$ cat src/rtl/block_spawn_scheduler_if.sv
// Signal bundle between the spawn scheduler and its block ROM, collision logic and renderer.
// The scheduler side uses the master modport; the surrounding system uses slave.
interface block_spawn_scheduler_if #(
    parameter int unsigned ADDR_W     = 6,
    parameter int unsigned TIME_W     = 16,
    parameter int unsigned MAX_ACTIVE = 4
);
    localparam int unsigned ENTRY_W = TIME_W + 27;
    localparam int unsigned SEL_W   = (MAX_ACTIVE > 1) ? $clog2(MAX_ACTIVE) : 1;

    logic                  start_in;
    logic                  pause_in;
    logic [ADDR_W-1:0]     rom_addr_out;
    logic [ENTRY_W-1:0]    rom_data_in;
    logic [MAX_ACTIVE-1:0] hit_in;
    logic [SEL_W-1:0]      slot_sel_in;
    logic [ENTRY_W-1:0]    slot_data_out;
    logic [MAX_ACTIVE-1:0] slot_valid_out;
    logic [TIME_W-1:0]     curr_time_out;
    logic [7:0]            hit_count_out;
    logic [7:0]            miss_count_out;
    logic                  busy_out;
    logic                  done_out;

    modport master (
        input  start_in, pause_in, rom_data_in, hit_in, slot_sel_in,
        output rom_addr_out, slot_data_out, slot_valid_out, curr_time_out,
        output hit_count_out, miss_count_out, busy_out, done_out
    );

    modport slave (
        output start_in, pause_in, rom_data_in, hit_in, slot_sel_in,
        input  rom_addr_out, slot_data_out, slot_valid_out, curr_time_out,
        input  hit_count_out, miss_count_out, busy_out, done_out
    );
endinterface

$ cat src/rtl/block_spawn_scheduler.sv
// Beat-map sequencer: owns the game clock, streams blocks from ROM into a few active
// slots ahead of their hit time, and retires them on a hit or a miss timeout.
module block_spawn_scheduler #(
    parameter int unsigned NUM_BLOCKS  = 64,
    parameter int unsigned ADDR_W      = 6,
    parameter int unsigned TIME_W      = 16,
    parameter int unsigned MAX_ACTIVE  = 4,
    parameter int unsigned TICK_CYCLES = 10,
    parameter int unsigned LOOKAHEAD   = 100,
    parameter int unsigned MISS_WINDOW = 5
) (
    input logic clk_in,
    input logic rst_in,
    block_spawn_scheduler_if.master bus
);
    localparam int unsigned ENTRY_W = TIME_W + 27;
    localparam int unsigned SEL_W   = (MAX_ACTIVE > 1) ? $clog2(MAX_ACTIVE) : 1;
    localparam int unsigned TICK_W  = (TICK_CYCLES > 1) ? $clog2(TICK_CYCLES) : 1;
    localparam int unsigned CNT_W   = $clog2(MAX_ACTIVE + 1);

    typedef enum logic [2:0] {StIdle, StFetch, StWait, StStage, StDone} state_e;

    state_e                state;
    logic [ADDR_W:0]       idx;
    logic                  wait_cnt;
    logic [TICK_W-1:0]     tick;
    logic [TIME_W-1:0]     curr_time;
    logic [ENTRY_W-1:0]    staged;
    logic [ENTRY_W-1:0]    slots [MAX_ACTIVE];
    logic [MAX_ACTIVE-1:0] valid;
    logic [7:0]            hit_cnt;
    logic [7:0]            miss_cnt;

    logic                  busy;
    logic [MAX_ACTIVE-1:0] hit_ret;
    logic [MAX_ACTIVE-1:0] miss_ret;
    logic [MAX_ACTIVE-1:0] valid_next;
    logic [CNT_W-1:0]      hit_n;
    logic [CNT_W-1:0]      miss_n;
    logic                  free_found;
    logic [SEL_W-1:0]      free_idx;
    logic [TIME_W-1:0]     staged_time;
    logic                  at_end;
    logic                  due;
    logic                  place;
    logic [8:0]            hit_sum;
    logic [8:0]            miss_sum;

    assign busy        = (state == StFetch) || (state == StWait) || (state == StStage);
    assign staged_time = staged[ENTRY_W-1 -: TIME_W];
    assign at_end      = (staged_time == '1) || (idx == (ADDR_W+1)'(NUM_BLOCKS));
    // Extra bit keeps curr_time + LOOKAHEAD from wrapping near the top of the time range.
    assign due   = {1'b0, staged_time} <= ({1'b0, curr_time} + (TIME_W+1)'(LOOKAHEAD));
    assign place = (state == StStage) && !at_end && due && free_found;

    always_comb begin
        hit_ret    = bus.hit_in & valid;
        miss_ret   = '0;
        hit_n      = '0;
        miss_n     = '0;
        free_found = 1'b0;
        free_idx   = '0;
        for (int i = 0; i < int'(MAX_ACTIVE); i++) begin
            // A hit on the same slot wins over a miss.
            miss_ret[i] = valid[i] && !hit_ret[i] && !bus.pause_in &&
                ({1'b0, curr_time} >
                 ({1'b0, slots[i][ENTRY_W-1 -: TIME_W]} + (TIME_W+1)'(MISS_WINDOW)));
            hit_n  = hit_n + CNT_W'(hit_ret[i]);
            miss_n = miss_n + CNT_W'(miss_ret[i]);
        end
        // Free slots come from the registered valid bits, so a slot freed this cycle waits.
        for (int i = int'(MAX_ACTIVE) - 1; i >= 0; i--) begin
            if (!valid[i]) begin
                free_found = 1'b1;
                free_idx   = SEL_W'(i);
            end
        end
        valid_next = valid & ~(hit_ret | miss_ret);
        if (place) begin
            valid_next[free_idx] = 1'b1;
        end
        hit_sum  = {1'b0, hit_cnt} + 9'(hit_n);
        miss_sum = {1'b0, miss_cnt} + 9'(miss_n);
    end

    always_ff @(posedge clk_in) begin
        if (rst_in) begin
            state     <= StIdle;
            idx       <= '0;
            wait_cnt  <= 1'b0;
            tick      <= '0;
            curr_time <= '0;
            staged    <= '0;
            valid     <= '0;
            hit_cnt   <= '0;
            miss_cnt  <= '0;
            for (int i = 0; i < int'(MAX_ACTIVE); i++) begin
                slots[i] <= '0;
            end
        end else begin
            valid    <= valid_next;
            hit_cnt  <= hit_sum[8] ? 8'hFF : hit_sum[7:0];
            miss_cnt <= miss_sum[8] ? 8'hFF : miss_sum[7:0];
            if (place) begin
                slots[free_idx] <= staged;
            end
            if (busy && !bus.pause_in) begin
                if (tick == TICK_W'(TICK_CYCLES - 1)) begin
                    tick <= '0;
                    if (curr_time != '1) begin
                        curr_time <= curr_time + TIME_W'(1);
                    end
                end else begin
                    tick <= tick + TICK_W'(1);
                end
            end
            unique case (state)
                StIdle: begin
                    if (bus.start_in) begin
                        state <= StFetch;
                    end
                end
                StFetch: begin
                    wait_cnt <= 1'b0;
                    state    <= StWait;
                end
                StWait: begin
                    if (wait_cnt) begin
                        staged <= bus.rom_data_in;
                        state  <= StStage;
                    end else begin
                        wait_cnt <= 1'b1;
                    end
                end
                StStage: begin
                    if (at_end) begin
                        if (valid == '0) begin
                            state <= StDone;
                        end
                    end else if (place) begin
                        idx   <= idx + (ADDR_W+1)'(1);
                        state <= StFetch;
                    end
                end
                StDone: begin
                end
                default: state <= StIdle;
            endcase
        end
    end

    assign bus.rom_addr_out   = idx[ADDR_W-1:0];
    assign bus.slot_data_out  = slots[bus.slot_sel_in];
    assign bus.slot_valid_out = valid;
    assign bus.curr_time_out  = curr_time;
    assign bus.hit_count_out  = hit_cnt;
    assign bus.miss_count_out = miss_cnt;
    assign bus.busy_out       = busy;
    assign bus.done_out       = (state == StDone);
endmodule

$ cat src/flat_wrapper.sv
// flat-port wrapper written by rule: the top's interface ports become plain ports
module block_spawn_scheduler_flat 
#(
    parameter int unsigned NUM_BLOCKS  = 64,
    parameter int unsigned ADDR_W      = 6,
    parameter int unsigned TIME_W      = 16,
    parameter int unsigned MAX_ACTIVE  = 4,
    parameter int unsigned TICK_CYCLES = 10,
    parameter int unsigned LOOKAHEAD   = 100,
    parameter int unsigned MISS_WINDOW = 5
)
  (clk_in, rst_in, bus_start_in, bus_pause_in, bus_rom_data_in, bus_hit_in, bus_slot_sel_in, bus_rom_addr_out, bus_slot_data_out, bus_slot_valid_out, bus_curr_time_out, bus_hit_count_out, bus_miss_count_out, bus_busy_out, bus_done_out);
  block_spawn_scheduler_if #(.ADDR_W(ADDR_W), .TIME_W(TIME_W), .MAX_ACTIVE(MAX_ACTIVE)) bus_i ();
  input logic clk_in;
  input logic rst_in;
  input wire logic [$bits(bus_i.start_in)-1:0] bus_start_in;
  input wire logic [$bits(bus_i.pause_in)-1:0] bus_pause_in;
  input wire logic [$bits(bus_i.rom_data_in)-1:0] bus_rom_data_in;
  input wire logic [$bits(bus_i.hit_in)-1:0] bus_hit_in;
  input wire logic [$bits(bus_i.slot_sel_in)-1:0] bus_slot_sel_in;
  output wire logic [$bits(bus_i.rom_addr_out)-1:0] bus_rom_addr_out;
  output wire logic [$bits(bus_i.slot_data_out)-1:0] bus_slot_data_out;
  output wire logic [$bits(bus_i.slot_valid_out)-1:0] bus_slot_valid_out;
  output wire logic [$bits(bus_i.curr_time_out)-1:0] bus_curr_time_out;
  output wire logic [$bits(bus_i.hit_count_out)-1:0] bus_hit_count_out;
  output wire logic [$bits(bus_i.miss_count_out)-1:0] bus_miss_count_out;
  output wire logic [$bits(bus_i.busy_out)-1:0] bus_busy_out;
  output wire logic [$bits(bus_i.done_out)-1:0] bus_done_out;
  assign bus_i.start_in = bus_start_in;
  assign bus_i.pause_in = bus_pause_in;
  assign bus_i.rom_data_in = bus_rom_data_in;
  assign bus_i.hit_in = bus_hit_in;
  assign bus_i.slot_sel_in = bus_slot_sel_in;
  assign bus_rom_addr_out = bus_i.rom_addr_out;
  assign bus_slot_data_out = bus_i.slot_data_out;
  assign bus_slot_valid_out = bus_i.slot_valid_out;
  assign bus_curr_time_out = bus_i.curr_time_out;
  assign bus_hit_count_out = bus_i.hit_count_out;
  assign bus_miss_count_out = bus_i.miss_count_out;
  assign bus_busy_out = bus_i.busy_out;
  assign bus_done_out = bus_i.done_out;
  block_spawn_scheduler #(.NUM_BLOCKS(NUM_BLOCKS), .ADDR_W(ADDR_W), .TIME_W(TIME_W), .MAX_ACTIVE(MAX_ACTIVE), .TICK_CYCLES(TICK_CYCLES), .LOOKAHEAD(LOOKAHEAD), .MISS_WINDOW(MISS_WINDOW)) u_core (.clk_in(clk_in), .rst_in(rst_in), .bus(bus_i));
endmodule
$ cat config.mk
export PLATFORM = sky130hd
export DESIGN_NAME = block_spawn_scheduler_flat
export DESIGN_NICKNAME = d
export VERILOG_FILES = /design/src/rtl/block_spawn_scheduler_if.sv /design/src/rtl/block_spawn_scheduler.sv /design/src/flat_wrapper.sv
export SDC_FILE = /design/constraint.sdc
export NUM_CORES = 1
export LEC_CHECK = 0
export CAP_MARGIN = 0
export CORE_MARGIN = 2
export CORE_UTILIZATION = 38
export DETAILED_ROUTE_END_ITERATION = 16
export PLACE_DENSITY = 0.69
export SYNTH_ARGS = -nofsm -noshare
export SYNTH_HDL_FRONTEND = slang
export SYNTH_SLANG_ARGS = --single-unit
$ cat constraint.sdc
create_clock -name clk_in -period 6.46 [get_ports clk_in]
set_clock_uncertainty 0.05 [all_clocks]
set_input_delay 0.646 -clock clk_in [delete_from_list [all_inputs] [get_ports clk_in]]
set_output_delay 0.646 -clock clk_in [all_outputs]
set_load 0.1 [all_outputs]
After elaboration in Yosys (flattened, before gate mapping)
Memory sizes are Yosys's and may differ from the RTL's.
Cells that the tools add are included.
{"block": "op_classes", "addsub": 16, "magnitude_cmp": 7, "eq_ne": 12, "muxes": 29, "n_bitwise": 7, "n_reduce_logical": 34}
{"operator": "adder 16 x 3 -> 17 bit, second input constant", "count": 4}
{"operator": "> comparator 16 x 17 -> 1 bit", "count": 4}
{"operator": "2-to-1 mux 43 bit", "count": 1}
{"operator": "OR reduction 43 bit", "count": 1}
{"operator": "adder 8 x 3 -> 9 bit", "count": 2}
{"operator": "adder 16 x 7 -> 17 bit, second input constant", "count": 1}
{"operator": "less-or-equal comparator 16 x 17 -> 1 bit", "count": 1}
{"operator": "logical AND 1 bit", "count": 17}
{"operator": "adder 16 x 1 -> 16 bit, second input constant", "count": 1}
{"operator": "== test 16 bit, second input constant", "count": 1}
{"operator": "2-to-1 mux 8 bit", "count": 2}
{"operator": "!= test 16 bit, second input constant", "count": 1}
{"operator": "2-to-1 mux 3 bit", "count": 5}
{"operator": "one-hot mux 3 bit (5 select lines)", "count": 1}
{"operator": "adder 3 x 1 -> 3 bit", "count": 4}
{"operator": "2-to-1 mux 1 bit", "count": 11}
{"operator": "2-to-1 mux 2 bit", "count": 5}
{"operator": "bitwise AND 4 bit", "count": 2}
{"operator": "2-to-1 mux 4 bit", "count": 2}
{"operator": "OR 4 bit", "count": 2}
{"operator": "adder 7 x 1 -> 7 bit, second input constant", "count": 1}
{"operator": "== test 7 bit, second input constant", "count": 1}
{"operator": "== test 3 x 2 -> 1 bit, second input constant", "count": 2}
{"operator": "zero test 1 bit", "count": 6}
{"operator": "other kinds (22)", "count": 27}
{"block": "totals", "reg_bits": 94, "ramBits": 172, "in_bits": 53, "output_inout_bits": 87, "word_cells": 115, "memories": 1}
{"memory": "u_core.slots", "words": 4, "word_bits": 43, "rd": 5, "rd_clocked_by_memory_dff": 0, "write_ports": 4, "line_no": "block_spawn_scheduler.sv:29", "source": "logic [ENTRY_W-1:0] slots [MAX_ACTIVE];"}

Logic depth before layout (Yosys ltp)
Gate-level depths: netlist of the first run.
{"block": "logic_depth", "word_depth": 11, "ltp_mapped": 24, "ltp_nobuf": 24}

Least setup slack after synthesis of the first run
OpenSTA, ideal clock, no wires.
{"block": "synth_timing", "path_type": "register -> register", "start": "reg u_core.curr_time[9], in the netlist u_core.bus.curr_time_out[9]", "end": "mem u_core.slots[3][0] (netlist bit) (enable)", "setup_time_ns": 0.508, "arrival_time_ns": 6.977, "required_ns": 5.902, "slack_ns": -1.075, "path_stages_with_launch": 14, "n_path_buf": 2, "synth_period_minus_slack_ns": 7.535, "path_cell_list": "dfxtp_1 buf_2 nand3_2 nor3_1 and2_1 nand2_1 xor2_1 ha_1 and3_1 a221o_1 a31oi_1 o211ai_4 buf_2 o31ai_1"}
{"element": "from (decl)", "line_no": "block_spawn_scheduler.sv:27", "source": "logic [TIME_W-1:0] curr_time;"}
{"element": "from (signal assigned)", "line_no": "block_spawn_scheduler.sv:111", "source": "curr_time <= curr_time + TIME_W'(1);"}
{"element": "to (decl)", "line_no": "block_spawn_scheduler.sv:29"}

==> results.cfg, run 1 <==
[sta]
fmax_ghz = 0.193
holdWs_ns = 0.435
min_period_ns = 5.18
drv_slew = 0
tightest_slew_ns = 1.23
maxSlewHeadroom = 0.183
setup_viol = 0
setup_tns_ns = 0
rsz0062_at_grt = false
hold_viol = 0
timing.final.crit_share = 0.802

[floorplanning]
num_io_pins = 140
rows = 72
die_w_um = 201
core-area_sq_um = 38400
die_area_sq_um = 40300
die-height_um = 201
initial_utilization = 0.383

[cts]
cts_inserted_buffers = 29
clk_pin_slew_worst_paths_ns = 0.06
clk_path_buf_depth = 3
cts-root-buf = clkbuf_16
postCtsHoldBufs = 0
cts.sinks = 266
postCtsSetupBuffers = 0
ctsResizeCount = 0
clock_latency_ns = 0.57
cts_tree = done
htree_levels = 1

[logic_synthesis]
seq_area_frac_synth = 0.479
synth_enable_flop_cells = 172
yosysUniqueCellTypes = 66
synth_cells = 1319
ys_dominant_reg_cell = edfxtp_1
yosys_warnings = 0
synth.net_count = 1474
syn-cell-area_sq_um = 14700
syn_avg_cell_area_sq_um = 11.1
async_flop_share = 0
ys_ff_latch = 266

[placed_design]
place_area_sq_um = 16500
gp_congestion = 1.00
numPortBuffers = 139
place_hpwl_um = 28500

[global_routing]
grt-ovfl-total = 0
first_global_vias = 10500
grt_max_degree = 54
antenna_found_initial = 0
track_usage = 0.198
grt_pass1_wl_um = 61800

[worst_setup_path]
required_ns = 6.84
r2r_cells = 22
path_max_fanout = 6
worstSetupPathType = flip-flop to flip-flop
worstPathArrival_ns = 5.56
start_kind = flip-flop
endpoint_kind = flip-flop

[layout]
layout_commonest_cell = and2_1
final_cell_mix = and2_1 (177), edfxtp_1 (172), clkdlybuf4s50_1 (136)
utilization = 0.458
nFillCells = 3582
stdcell_area_sq_um = 17600
drive_above_1_share = 0.0862
areaGrowthSynthToFinish_pct = 19.7
n_antenna_cell = 0
finalNetCount = 1593

[outcome]
status = complete, no violations

[power_and_ir_drop]
power_density_nw_per_um2 = 235
power.leakage_nw = 6.49
ir_drop_mv = 0.188

[detailed_routing]
drt-initial-drc-count = 761
wirelength_um = 40600
vias = 10600
drt_first_pass_iters = 5
wl_per_cell_um = 20.5
drc_errors = 0
ant_nets = 0
vias_per_cell = 5.35

[run]
maxCapViolCount = 0

[min_path]
min_path_cells = 2
hp-class = flip-flop to flip-flop
metal layers:
metal	vias to the layer above	wire, um	GRT usage
li1	5004	-	-
met1	5157	17800	0.272
met2	362	19100	0.327
met3	57	2730	0.0310
met4	0	1030	0.0550
met5	-	0	0
flip-flops by register name, summed over array words and instances, names as in the netlist:
register / cells
u_core.staged: 43
u_core.state: 3
u_core.bus.curr_time_out: 16
u_core.tick: 4
u_core.bus.slot_valid_out: 4
u_core.wait_cnt: 1
u_core.bus.hit_count_out: 8
u_core.idx: 7
u_core.bus.miss_count_out: 8
u_core.slots: 172
synth_stat cells (38+ instances only):
cell type  number  area [sq um]
mux4_2         43           968
clkbuf_1       40           150
nand4_1        40           250
inv_1          38           143
edfxtp_1      172          5160
a21oi_1        94           470
nor2_1         59           221
nand2_1       122           458
ha_1           98          1230
nand3_1        40           200
xor2_1         59           517
and2_1        177          1110
dfxtp_1        94          1880
worst max-delay path, cell delays in order, from the launching register on:
cell and delay (ns):
edfxtp_1 0.42, ha_1 0.25, nor2_1 0.06, nor2_1 0.14
nand4_1 0.26, nor2_1 0.29, nand3_1 0.13, xor2_1 0.16
ha_1 0.30, nand4_1 0.09, nor2_1 0.06, a2111oi_0 0.40
nor2b_1 0.21, o221ai_1 0.25, fa_1 0.55, inv_1 0.04
ha_1 0.20, fa_1 0.40, a21oi_1 0.15, nor2b_1 0.08
and2_1 0.18, nand4_1 0.23, a21oi_1 0.12
per-stage QoR:
step | cells | setup WS [ns] | power, mW
6_report | 1979 | 1.28 | 4.14
5_1_grt | 1979 | 0.964 | 4.27
4_1_cts | 1979 | 1.37 | 4.18
3_5_place_dp | 1925 | 1.39 | 2.38
3_3_place_gp | 1925 | 1.36 | 2.38
2_1_floorplan | 1319 | 0.259 | 2.23
cell families after synthesis:
family                     Yosys count  synth area share
buffers and inverters              102            0.0307
DFF                                266             0.479
adders and majority gates          102            0.0889
muxes                               48            0.0697
xor gates and xnor gates            93            0.0554
and+or+nand+nor                    533             0.199
AOI/OAI and AO/OA                  175            0.0771
report_power, final:
group	total (mW)	internal [mW]	leakage, nW	switching (mW)
clock	1.80	1.09	0.510	0.702
sequential	1.89	1.85	2.53	0.0412
combinational	0.454	0.139	3.45	0.315
total	4.14	3.08	6.49	1.06
path summary, 6_finish.rpt:
path	to	startpoint	slack (ns)
setup / recovery	u_core.bus.miss_count_out[3]	u_core.slots[2][27]	1.28
setup reg to reg	u_core.bus.miss_count_out[3]	u_core.slots[2][27]	1.28
hold / removal	u_core.staged[8]	u_core.staged[8]	0.43
hold reg to reg	u_core.staged[8]	u_core.staged[8]	0.43
final cells by class:
type,count,area (sq um),share of cell area
clock inverter,14,193,0.0110
inverter,38,143,0.00811
clock buffer,40,860,0.0489
tap,518,648,0.0368
sequential,266,7050,0.401
multi-input combinational,951,7220,0.411
timing repair buffer,152,1480,0.0839
Note: power is estimated with default switching activity, not from simulation.
==> inputs of run 2 (changes only) <==
Settings changed: PLACE_DENSITY 0.69 to 0.67.
Clock period 6.46 ns to 5.3 ns, I/O delays scaled along.
==> results.cfg, run 2 (same netlist as run 1, synthesis figures left out) <==
[outcome]
status = complete, no violations

[detailed_routing]
vias = 10800
routed-wl-met2_um = 19900
vias_per_cell = 5.41
drt-initial-drc-count = 897
drc_errors = 0
maxUsedRoutingLayer = met4
wl_per_cell_um = 20.9
drt_first_pass_iters = 5
dr_wl_met3_um = 2670
drt-met1-wl_um = 18200
ant_nets = 0
wirelength_um = 41800

[global_routing]
track_usage = 0.204
grt_max_degree = 55
grt-ovfl-total = 0
first_global_vias = 10600
grt_pass1_wl_um = 63300
antenna_found_initial = 0

[floorplanning]
core-area_sq_um = 38400
die_area_sq_um = 40300
initial_utilization = 0.383
die_w_um = 201
num_io_pins = 140
rows = 72
die-height_um = 201

[sta]
tightest_slew_ns = 1.05
maxSlewHeadroom = 0.295
hold_viol = 0
fmax_ghz = 0.201
setup_tns_ns = 0
drv_slew = 0
setup_viol = 0
holdWs_ns = 0.432
timing.final.crit_share = 0.938
min_period_ns = 4.97
rsz0062_at_grt = false

[worst_setup_path]
max_stage_delay_ns = 0.50
cp_cell_sequence = nand4_1 > or2_2 > nor2_1 > and3_1 > nand3_1 > xor2_1 > ha_1 > o21ai_0 > nand2b_1 > a21oi_1 > a31oi_1 > o2111a_1 > ha_1 > inv_1 > fa_1 > inv_1 > ha_1 > fa_1 > a21oi_1 > nor2b_1 > and2_1 > nand4_1 > a21oi_1
crit_buf_inv = 2
r2r-start = u_core.slots[0][30]
r2r_end = u_core.bus.miss_count_out[2]
crit_start = u_core.slots[0][30]
worstPathArrival_ns = 5.34
path_max_fanout = 6
worstSetupPathType = flip-flop to flip-flop
required_ns = 5.67
rrSetupSlack_ns = 0.33
path_depth = 23
endpoint = u_core.bus.miss_count_out[2]
crit_slowest_cell = fa_1
endpoint_kind = flip-flop
r2r_cells = 23
start_kind = flip-flop
worst_path_dominant_cell_family = adder cells

[cts]
htree_levels = 1
postCtsSetupBuffers = 0
clock_latency_ns = 0.56
clk_path_buf_depth = 3
cts_inserted_buffers = 29
clk_pin_slew_worst_paths_ns = 0.06
cts_tree = done
cts-root-buf = clkbuf_16
cts.sinks = 266
postCtsHoldBufs = 0
ctsResizeCount = 0

[placed_design]
place_hpwl_um = 29300
gp_congestion = 0.958
numPortBuffers = 139

[layout]
finalNetCount = 1616
top_register = u_core.slots
layout_commonest_cell = and2_1
largest_register_ffs = 172
final_cell_mix = and2_1 (177), edfxtp_1 (172), clkdlybuf4s50_1 (136)
n_antenna_cell = 0
nFillCells = 3594
areaGrowthSynthToFinish_pct = 20.5
drive_above_1_share = 0.0977

[min_path]
min_path_cells = 2
holdCritStartpoint = u_core.staged[12]
hp-class = flip-flop to flip-flop

[power_and_ir_drop]
power.leakage_nw = 6.58
ir_drop_mv = 0.211
power_density_nw_per_um2 = 271

[run]
maxCapViolCount = 0
==> run 2: changes by cell type in the layout (fill, tap and decap cells not counted), sizes merged <==
cell and change:
clkbuf +3, clkinvlp -1, inv -1, clkinv +2, bufinv -3, buf +23
==> run 2: per-layer routing <==
layer / vias to the layer above / GRT usage
met2: 383 / 0.340
met4: 0 / 0.0537
met1: 5326 / 0.278
met3: 75 / 0.0291
li1: 5051 / -
met5: - / 0
==> run 2: layout make-up <==
class	instances	area (sq um)	area share
multi-input combinational	951	7230	0.408
inverter	38	143	0.00805
tap	518	648	0.0366
clock inverter	11	97.6	0.00551
clock buffer	43	808	0.0456
timing repair buffer	175	1740	0.0981
sequential	266	7050	0.398
==> run 2: how the worst min path moves through the flow <==
stage / endpoint / slack [ns]
floorplan: u_core.state[0] / 0.40
global placement: u_core.staged[15] / 0.42
detailed placement: u_core.staged[12] / 0.42
CTS: u_core.staged[12] / 0.43
global route: u_core.staged[16] / 0.45
finish: u_core.staged[12] / 0.43
==> run 2: worst register-to-register path, cell delays in order, from the launching register on <==
cell and delay (ns):
edfxtp_1 0.44, nand4_1 0.14, or2_2 0.34, nor2_1 0.16, and3_1 0.24, nand3_1 0.12, xor2_1 0.18, ha_1 0.29
o21ai_0 0.15, nand2b_1 0.08, a21oi_1 0.15, a31oi_1 0.06, o2111a_1 0.20, ha_1 0.31, inv_1 0.05, fa_1 0.50
inv_1 0.04, ha_1 0.20, fa_1 0.40, a21oi_1 0.15, nor2b_1 0.08, and2_1 0.19, nand4_1 0.21, a21oi_1 0.11
==> run 2: metrics by stage <==
stage | utilization | worst slack (ns) | cell area, sq um | power (mW) | instances
6_report | 0.461 | 0.326 | 17700 | 4.80 | 2002
5_1_grt | 0.461 | 0.00461 | 17700 | 4.97 | 2002
4_1_cts | 0.461 | 0.330 | 17700 | 4.85 | 2002
3_5_place_dp | 0.438 | 0.355 | 16800 | 2.92 | 1948
3_3_place_gp | 0.438 | 0.435 | 16800 | 2.91 | 1948
2_1_floorplan | - | 0.00961 | 14700 | 2.72 | 1319
==> run 2: power by group <==
part | total (mW) | internal [mW] | switching [mW]
sequential | 2.31 | 2.26 | 0.0500
combinational | 0.566 | 0.179 | 0.387
clock | 1.93 | 1.11 | 0.824
